--- src/rtl/sample_packer.sv ---
// ADC sample formatter: signed left-justified words (mode 0) or LSB-first bit packing (mode 1).
// Optional sticky clip detector enabled by defining SAMPLE_PACKER_CLIP_DETECT_EN.
module sample_packer #(
    parameter int SAMPLE_WIDTH = 10,
    parameter int OUT_WIDTH    = 16
) (
    input  logic                               clock,
    input  logic                               reset,
    input  logic                               mode,
    input  logic [SAMPLE_WIDTH-1:0]            dataIn,
    input  logic                               dataInValid,
    input  logic                               flush,
    output logic [OUT_WIDTH-1:0]               dataOut,
    output logic                               dataOutValid,
    output logic                               dataOutLast,
    output logic [$clog2(OUT_WIDTH+1)-1:0]     pendingBits,
    output logic                               clipFlag
);

    localparam int ACC_W  = SAMPLE_WIDTH + OUT_WIDTH - 1;
    localparam int PEND_W = $clog2(OUT_WIDTH + 1);
    localparam int TOT_W  = $clog2(2 * OUT_WIDTH);

    // Offset-binary to two's complement is an MSB flip; then left-justify.
    function automatic logic [OUT_WIDTH-1:0] unpack_word(input logic [SAMPLE_WIDTH-1:0] d);
        logic [SAMPLE_WIDTH-1:0] s;
        s = d ^ (SAMPLE_WIDTH'(1) << (SAMPLE_WIDTH - 1));
        return OUT_WIDTH'(s) << (OUT_WIDTH - SAMPLE_WIDTH);
    endfunction

    logic [ACC_W-1:0]     acc_q, acc_d, acc_ins;
    logic [PEND_W-1:0]    pend_q, pend_d;
    logic [TOT_W-1:0]     total;
    logic                 active_mode_q, active_mode_d;
    logic                 flush_pend_q, flush_pend_d;
    logic                 flush_req;
    logic [OUT_WIDTH-1:0] data_out_q, data_out_d;
    logic                 valid_q, valid_d;
    logic                 last_q, last_d;

    always_comb begin
        acc_ins       = acc_q | (ACC_W'(dataIn) << pend_q);
        total         = TOT_W'(pend_q) + TOT_W'(SAMPLE_WIDTH);
        flush_req     = flush | flush_pend_q;
        acc_d         = acc_q;
        pend_d        = pend_q;
        flush_pend_d  = flush_pend_q;
        data_out_d    = data_out_q;
        valid_d       = 1'b0;
        last_d        = 1'b0;

        if (!active_mode_q) begin
            flush_pend_d = 1'b0;
            if (dataInValid) begin
                data_out_d = unpack_word(dataIn);
                valid_d    = 1'b1;
            end
        end else if (dataInValid) begin
            // A flush that collides with a sample waits for the first idle cycle.
            if (flush_req) begin
                flush_pend_d = 1'b1;
            end
            if (total >= TOT_W'(OUT_WIDTH)) begin
                data_out_d = acc_ins[OUT_WIDTH-1:0];
                valid_d    = 1'b1;
                acc_d      = acc_ins >> OUT_WIDTH;
                pend_d     = PEND_W'(total - TOT_W'(OUT_WIDTH));
            end else begin
                acc_d  = acc_ins;
                pend_d = PEND_W'(total);
            end
        end else if (flush_req) begin
            flush_pend_d = 1'b0;
            if (pend_q != '0) begin
                // Bits above pend_q are always zero, so this word is already padded.
                data_out_d = acc_q[OUT_WIDTH-1:0];
                valid_d    = 1'b1;
                last_d     = 1'b1;
                acc_d      = '0;
                pend_d     = '0;
            end
        end

        active_mode_d = (pend_d == '0) ? mode : active_mode_q;
    end

    always_ff @(posedge clock or posedge reset) begin
        if (reset) begin
            acc_q         <= '0;
            pend_q        <= '0;
            active_mode_q <= 1'b0;
            flush_pend_q  <= 1'b0;
            data_out_q    <= '0;
            valid_q       <= 1'b0;
            last_q        <= 1'b0;
        end else begin
            acc_q         <= acc_d;
            pend_q        <= pend_d;
            active_mode_q <= active_mode_d;
            flush_pend_q  <= flush_pend_d;
            data_out_q    <= data_out_d;
            valid_q       <= valid_d;
            last_q        <= last_d;
        end
    end

    assign dataOut      = data_out_q;
    assign dataOutValid = valid_q;
    assign dataOutLast  = last_q;
    assign pendingBits  = pend_q;

`ifdef SAMPLE_PACKER_CLIP_DETECT_EN
    logic clip_q, clip_d;

    always_comb begin
        clip_d = clip_q;
        if (dataInValid && ((dataIn == '0) || (dataIn == '1))) begin
            clip_d = 1'b1;
        end else if (flush && (pend_q == '0) && !flush_pend_q) begin
            clip_d = 1'b0;
        end
    end

    always_ff @(posedge clock or posedge reset) begin
        if (reset) begin
            clip_q <= 1'b0;
        end else begin
            clip_q <= clip_d;
        end
    end

    assign clipFlag = clip_q;
`else
    assign clipFlag = 1'b0;
`endif

endmodule

--- config.mk ---
export PLATFORM = sky130hd
export DESIGN_NAME = sample_packer
export DESIGN_NICKNAME = d
export VERILOG_FILES = /design/src/rtl/sample_packer.sv
export SDC_FILE = /design/constraint.sdc
export NUM_CORES = 1
export LEC_CHECK = 0
export CORE_MARGIN = 1
export CORE_UTILIZATION = 55
export CTS_BUF_LIST = sky130_fd_sc_hd__clkbuf_16
export CTS_CLUSTER_SIZE = 28
export DETAILED_ROUTE_END_ITERATION = 12
export GPL_TIMING_DRIVEN = 0
export PLACE_DENSITY = 0.89
export SKIP_LAST_GASP = 1
export SLEW_MARGIN = 20
export SYNTH_ARGS = -nofsm -noshare
export SYNTH_HDL_FRONTEND = slang
export SYNTH_SLANG_ARGS = --single-unit
--- constraint.sdc ---
create_clock -name clock -period 4.3 [get_ports clock]
set_input_delay 0.86 -clock clock [delete_from_list [all_inputs] [get_ports clock]]
set_output_delay 0.86 -clock clock [all_outputs]
set_load 0.03 [all_outputs]
======== Word level (Yosys, flattened, before mapping) ========
Index checks and enable logic that the tools add are counted.
word-level totals
  bits in registers ....................... 50
  bits of input ports ..................... 15
  output and inout port bits .............. 24
  logic and storage cells ................. 50
operators by class
  add/subtract/negate cells ............... 2
  magnitude comparators ................... 1
  eq/ne operators ......................... 2
  shift-type cells ........................ 1
  multiplexer cells ....................... 27
  bitwise gates (word level) .............. 3
  reduce and logical (&&, ||, !) cells .... 7
operators with widths
  cell                                                    count
  two-way mux 25 bit                                      4
  two-way mux 16 bit                                      6
  two-way mux 5 bit                                       5
  bitwise OR 25 bit                                       1
  << shifter 10 x 5 -> 25 bit                             1
  two-way mux 1 bit                                       12
  nonzero test 2 bit                                      3
  adder 5 x 4 -> 5 bit (second input constant)            1
  >= comparator 5 bit (second input constant)             1
  zero test 5 bit                                         1
  nonzero test 5 bit                                      1
  subtractor 5 bit (second input constant)                1
  AND reduction 4 bit                                     1
  inequality test 3 x 2 -> 1 bit (second input constant)  1
  AND reduction 3 bit                                     1
  inequality test 2 x 1 -> 1 bit (second input constant)  1
  NOT 1 bit                                               1
  bitwise OR 1 bit                                        1

======== Longest topological paths before layout ========
  depth in word-level cells ............... 6
  gate-level depth with buffers ........... 8
  mapped depth without buffers ............ 6

======== Worst setup path after synthesis ========
OpenSTA, ideal clock, no wires.
  path kind ............................... in2reg
  from .................................... input port dataInValid
  to ...................................... register active_mode_q
  arrival time ............................ 2.137 ns
  required time ........................... 4.175 ns
  path slack .............................. 2.039 ns
  stages on the path ...................... 5
  cells stage by stage .................... buf_1 -> and2_1 -> a22o_1 -> nor4_1 -> mux2_2
between the ends
  word-level cells in the longest chain between the ends .. 3
RTL lines
  what                  line  source
  from (decl)           11    input logic dataInValid,
  two-way mux 5 bit     58    end else if (dataInValid) begin
  two-way mux 5 bit     52    if (!active_mode_q) begin
  net pend_d[2]         32    logic [PEND_W-1:0] pend_q, pend_d;
  zero test 5 bit       84    active_mode_d = (pend_d == '0) ? mode : active_mode_q;
  to (signal assigned)  99    active_mode_q <= active_mode_d;
  to (decl)             34    logic active_mode_q, active_mode_d;
The timed path passes the listed nets, and every way through them passes these cells.
A chain may end at the register's enable or synchronous reset.

======== Worst setup path in the final report ========
  from .................................... input port dataInValid
  to ...................................... register acc_q[7]
between the ends
  word-level cells in the longest chain between the ends .. 2
  elaborated cells between the ends (all ways) .. 4
  classes of those cells .................. mux (1); reduce/logical (3)
RTL lines
  what                                  line  source
  nonzero test 2 bit (no source line)   n/a
  AND reduction 3 bit (no source line)  n/a
  to (signal assigned)                  89    acc_q <= '0;
  to (signal assigned)                  97    acc_q <= acc_d;
  to (decl)                             31    logic [ACC_W-1:0] acc_q, acc_d, acc_ins;
Parallel ways exist; a longest one is shown, timed or not.

==> out/summary.txt <==
status: finished, final reports clean
post-synth top area cell: dfrtp_1
PortBufs: 37
Worst slew margin: 48.8%
vias in the first global route: 2884
Async S/R FF share, synth: 100%
Avg Cell Area, Syn: 9.55 sq um
DRT Pass-1 Iters: 5
reg2reg end: dataOut[12]$_DFFE_PP0P_
flops & latches, synth: 50
Slew Limit Fails: 0
Critical R2R Launch: pendingBits[3]$_DFF_PP0_
global route total overflow: 0
clock latency on the worst-skew pair: 0.30 ns
Syn Nets: 348
number of max-cap violations: 0
Starting Density: 57.2%
Hold Path Stages: 2
cts repair resizes: 0
min-delay src: dataOut[5]$_DFFE_PP0P_
Worst setup EP type: flip-flop
Final Net Count: 393
setup TNS: 0 ns
DRT antenna net count: 0
WP data arrival: 3.08 ns
detailed placer's ending HPWL: 7020 um
row count: 27
DR vias/cell: 6.68
Setup violations, final: 0
Cells after Synth: 332
period utilization: 67.1%
Fillers: 459
I/O pin count: 39
initial antenna violation count: 0
pwr dens: 282 nW/um^2
final hold violation count: 0
Max Freq: 347 MHz
Setup WS post-layout: 1.41 ns
post-synth top area share: 39.5%
worst reg2reg path depth: 7
gr usage total: 33.3%
reg2reg setup slack: 1.85 ns
Routed WL per cell: 21.1 um
CTS tree: yes
final core utilization: 69.0%
Reg clk slew, reported paths: 0.07 ns
Leak: 1.56 nW
Clk Tree Root Cell: clkbuf_16
die area: 6070 sq um
dpl ws: 1.25 ns
cts hold-fix bufs: 0
wire length of the first global-routing pass: 15200 um
Clock Skew: 0.00689 ns
largest net degree at the start of global routing: 27
Die H: 77.9 um
clock sinks: 50
Bufs on Longest Clock Path: 2
Period minus WS final: 2.89 ns
Most used DFF post-synth: dfrtp_1
Synth area leaders: dfrtp_1 39%, mux2i_1 5.1%, nand2_1 4.4%
number of setup buffers added after CTS: 0
WHS Endpoint: dataOut[5]$_DFFE_PP0P_
Netlist Area Pre-Place: 3170 sq um
Routed Wire Length: 9520 um
routability cong.: 0.990
Iter 0 DRT Violations: 413
core area: 5540 sq um
CTS Buf Count: 5
VDD IR max: 0.171 mV
RSZ-0062 raised after global routing: false
# DRC: 0
post-synthesis sequential area ratio: 39.5%
Syn. warnings: 0
DIE WIDTH: 77.9 um
Post-synth EDFFs: 0
final hold slack: 0.476 ns
Least-Margin Pin Slew: 0.768 ns
Netlist cell types: 66
CP Class: input port to flip-flop
total power: 0.00108 W
vias: 3004
area grow syn2layout: 20.6%
Setup crit start kind: input port
Ant. Diodes: 0
CTS H-tree lvls: 2
Critical Path RT: 4.49 ns
share of post-route cells with drive strength above 1: 13.8%
crit-path max FO: 10
Hold WC Path Type: flip-flop to flip-flop
==> critical path, cell delays in order <==
cell and delay, ns:
clkdlybuf4s50_1 0.54, nand2_1 0.08, clkbuf_1 0.26, a31o_2 0.31
a2111oi_0 0.66, nand2_1 0.14, a31o_1 0.23
==> cell families after synthesis <==
logic type,after synthesis,synth area share [%]
simple gates,109,16.7
compound gates,106,23.7
flops,50,39.5
mux,33,13.9
buf+inv,30,4.82
xor+xnor,2,0.790
fa+ha+maj,1,0.395
other cells,1,0.118
==> state kept, by name (all words and copies together), names as in the netlist <==
name and count:
acc_q 25, dataOut 16, pendingBits 5, active_mode_q 1, dataOutLast 1, dataOutValid 1, flush_pend_q 1
==> cells in the final DEF (no fill, tap or decap), types with 3 or more instances in the layout <==
master,synthesis,final
a211oi_1,7,7
a21oi_1,19,19
a221o_1,6,6
a221oi_1,7,7
a22oi_1,3,3
a31o_2,3,3
a31oi_1,4,4
and2_1,4,4
buf_2,7,7
buf_6,3,3
clkbuf_1,6,6
clkbuf_16,0,5
clkdlybuf4s50_1,0,37
dfrtp_1,50,50
inv_1,9,8
mux2_2,7,7
mux2_4,3,3
mux2i_1,16,16
mux4_2,6,6
nand2_1,37,37
nand2b_1,7,7
nor2_1,27,27
nor2b_1,10,10
nor3_1,9,9
o21ai_0,22,22
o2bb2ai_1,6,6
o31ai_1,4,4
==> final cells by class <==
| cell class | count | area [sq um] | area share, % |
|---|---|---|---|
| Clock inverter | 3 | 48.8 | 1.28 |
| Buffer | 19 | 106 | 2.78 |
| Multi-Input combinational cell | 252 | 1770 | 46.2 |
| Sequential cell | 50 | 1250 | 32.7 |
| Clock buffer | 5 | 125 | 3.27 |
| Timing Repair Buffer | 38 | 390 | 10.2 |
| Inverter | 11 | 46.3 | 1.21 |
| Tap cell | 72 | 90.1 | 2.36 |
==> per-stage QoR <==
step	instances	cell area (sq um)
final	450	3820
after global routing	450	3820
after CTS	450	3820
after detailed placement	442	3650
after global placement	441	3630
after floorplan	332	3170
==> synthesized netlist by cell type, types with 2 or more instances <==
master	instances
a2111oi_0	2
a211oi_1	7
a21oi_1	19
a221o_1	6
a221oi_1	7
a22o_1	2
a22oi_1	3
a31o_2	3
a31oi_1	4
and2_1	4
and3_1	2
buf_1	2
buf_2	7
buf_6	3
clkbuf_1	6
dfrtp_1	50
inv_1	9
mux2_2	7
mux2_4	3
mux2i_1	16
mux4_2	6
nand2_1	37
nand2b_1	7
nand3_1	2
nor2_1	27
nor2b_1	10
nor3_1	9
o211ai_1	2
o21ai_0	22
o21ai_1	2
o22ai_1	2
o2bb2ai_1	6
o31ai_1	4
or2_2	2
==> metal layers <==
layer | wire length [um] | global-route usage (%)
met1 | 3830 | 45.2
met2 | 4310 | 51.6
met3 | 975 | 6.82
met4 | 400 | 14.6
met5 | 0 | 0
==> worst max-delay path by stage <==
stage                startpoint                   endpoint  slack (ns)  depth (start not counted)
CTS                 dataInValid       acc_q[7]$_DFFE_PP0P_        1.45                          7
floorplan           dataInValid  active_mode_q$_DFFE_PP0N_        2.04                          5
global placement    dataInValid       acc_q[7]$_DFFE_PP0P_        1.26                          7
detailed placement  dataInValid       acc_q[7]$_DFFE_PP0P_        1.25                          7
global route        dataInValid       acc_q[1]$_DFFE_PP0P_        1.35                          6
finish              dataInValid       acc_q[7]$_DFFE_PP0P_        1.41                          7
==> report_power, final <==
group          leakage, nW  switching [W]  internal, W  total [W]
Combinational        0.804      0.0000745    0.0000551   0.000130
Sequential           0.669     0.00000539     0.000479   0.000485
Clock               0.0819       0.000186     0.000279   0.000465
No activity file was read; power rests on OpenSTA's default activity.
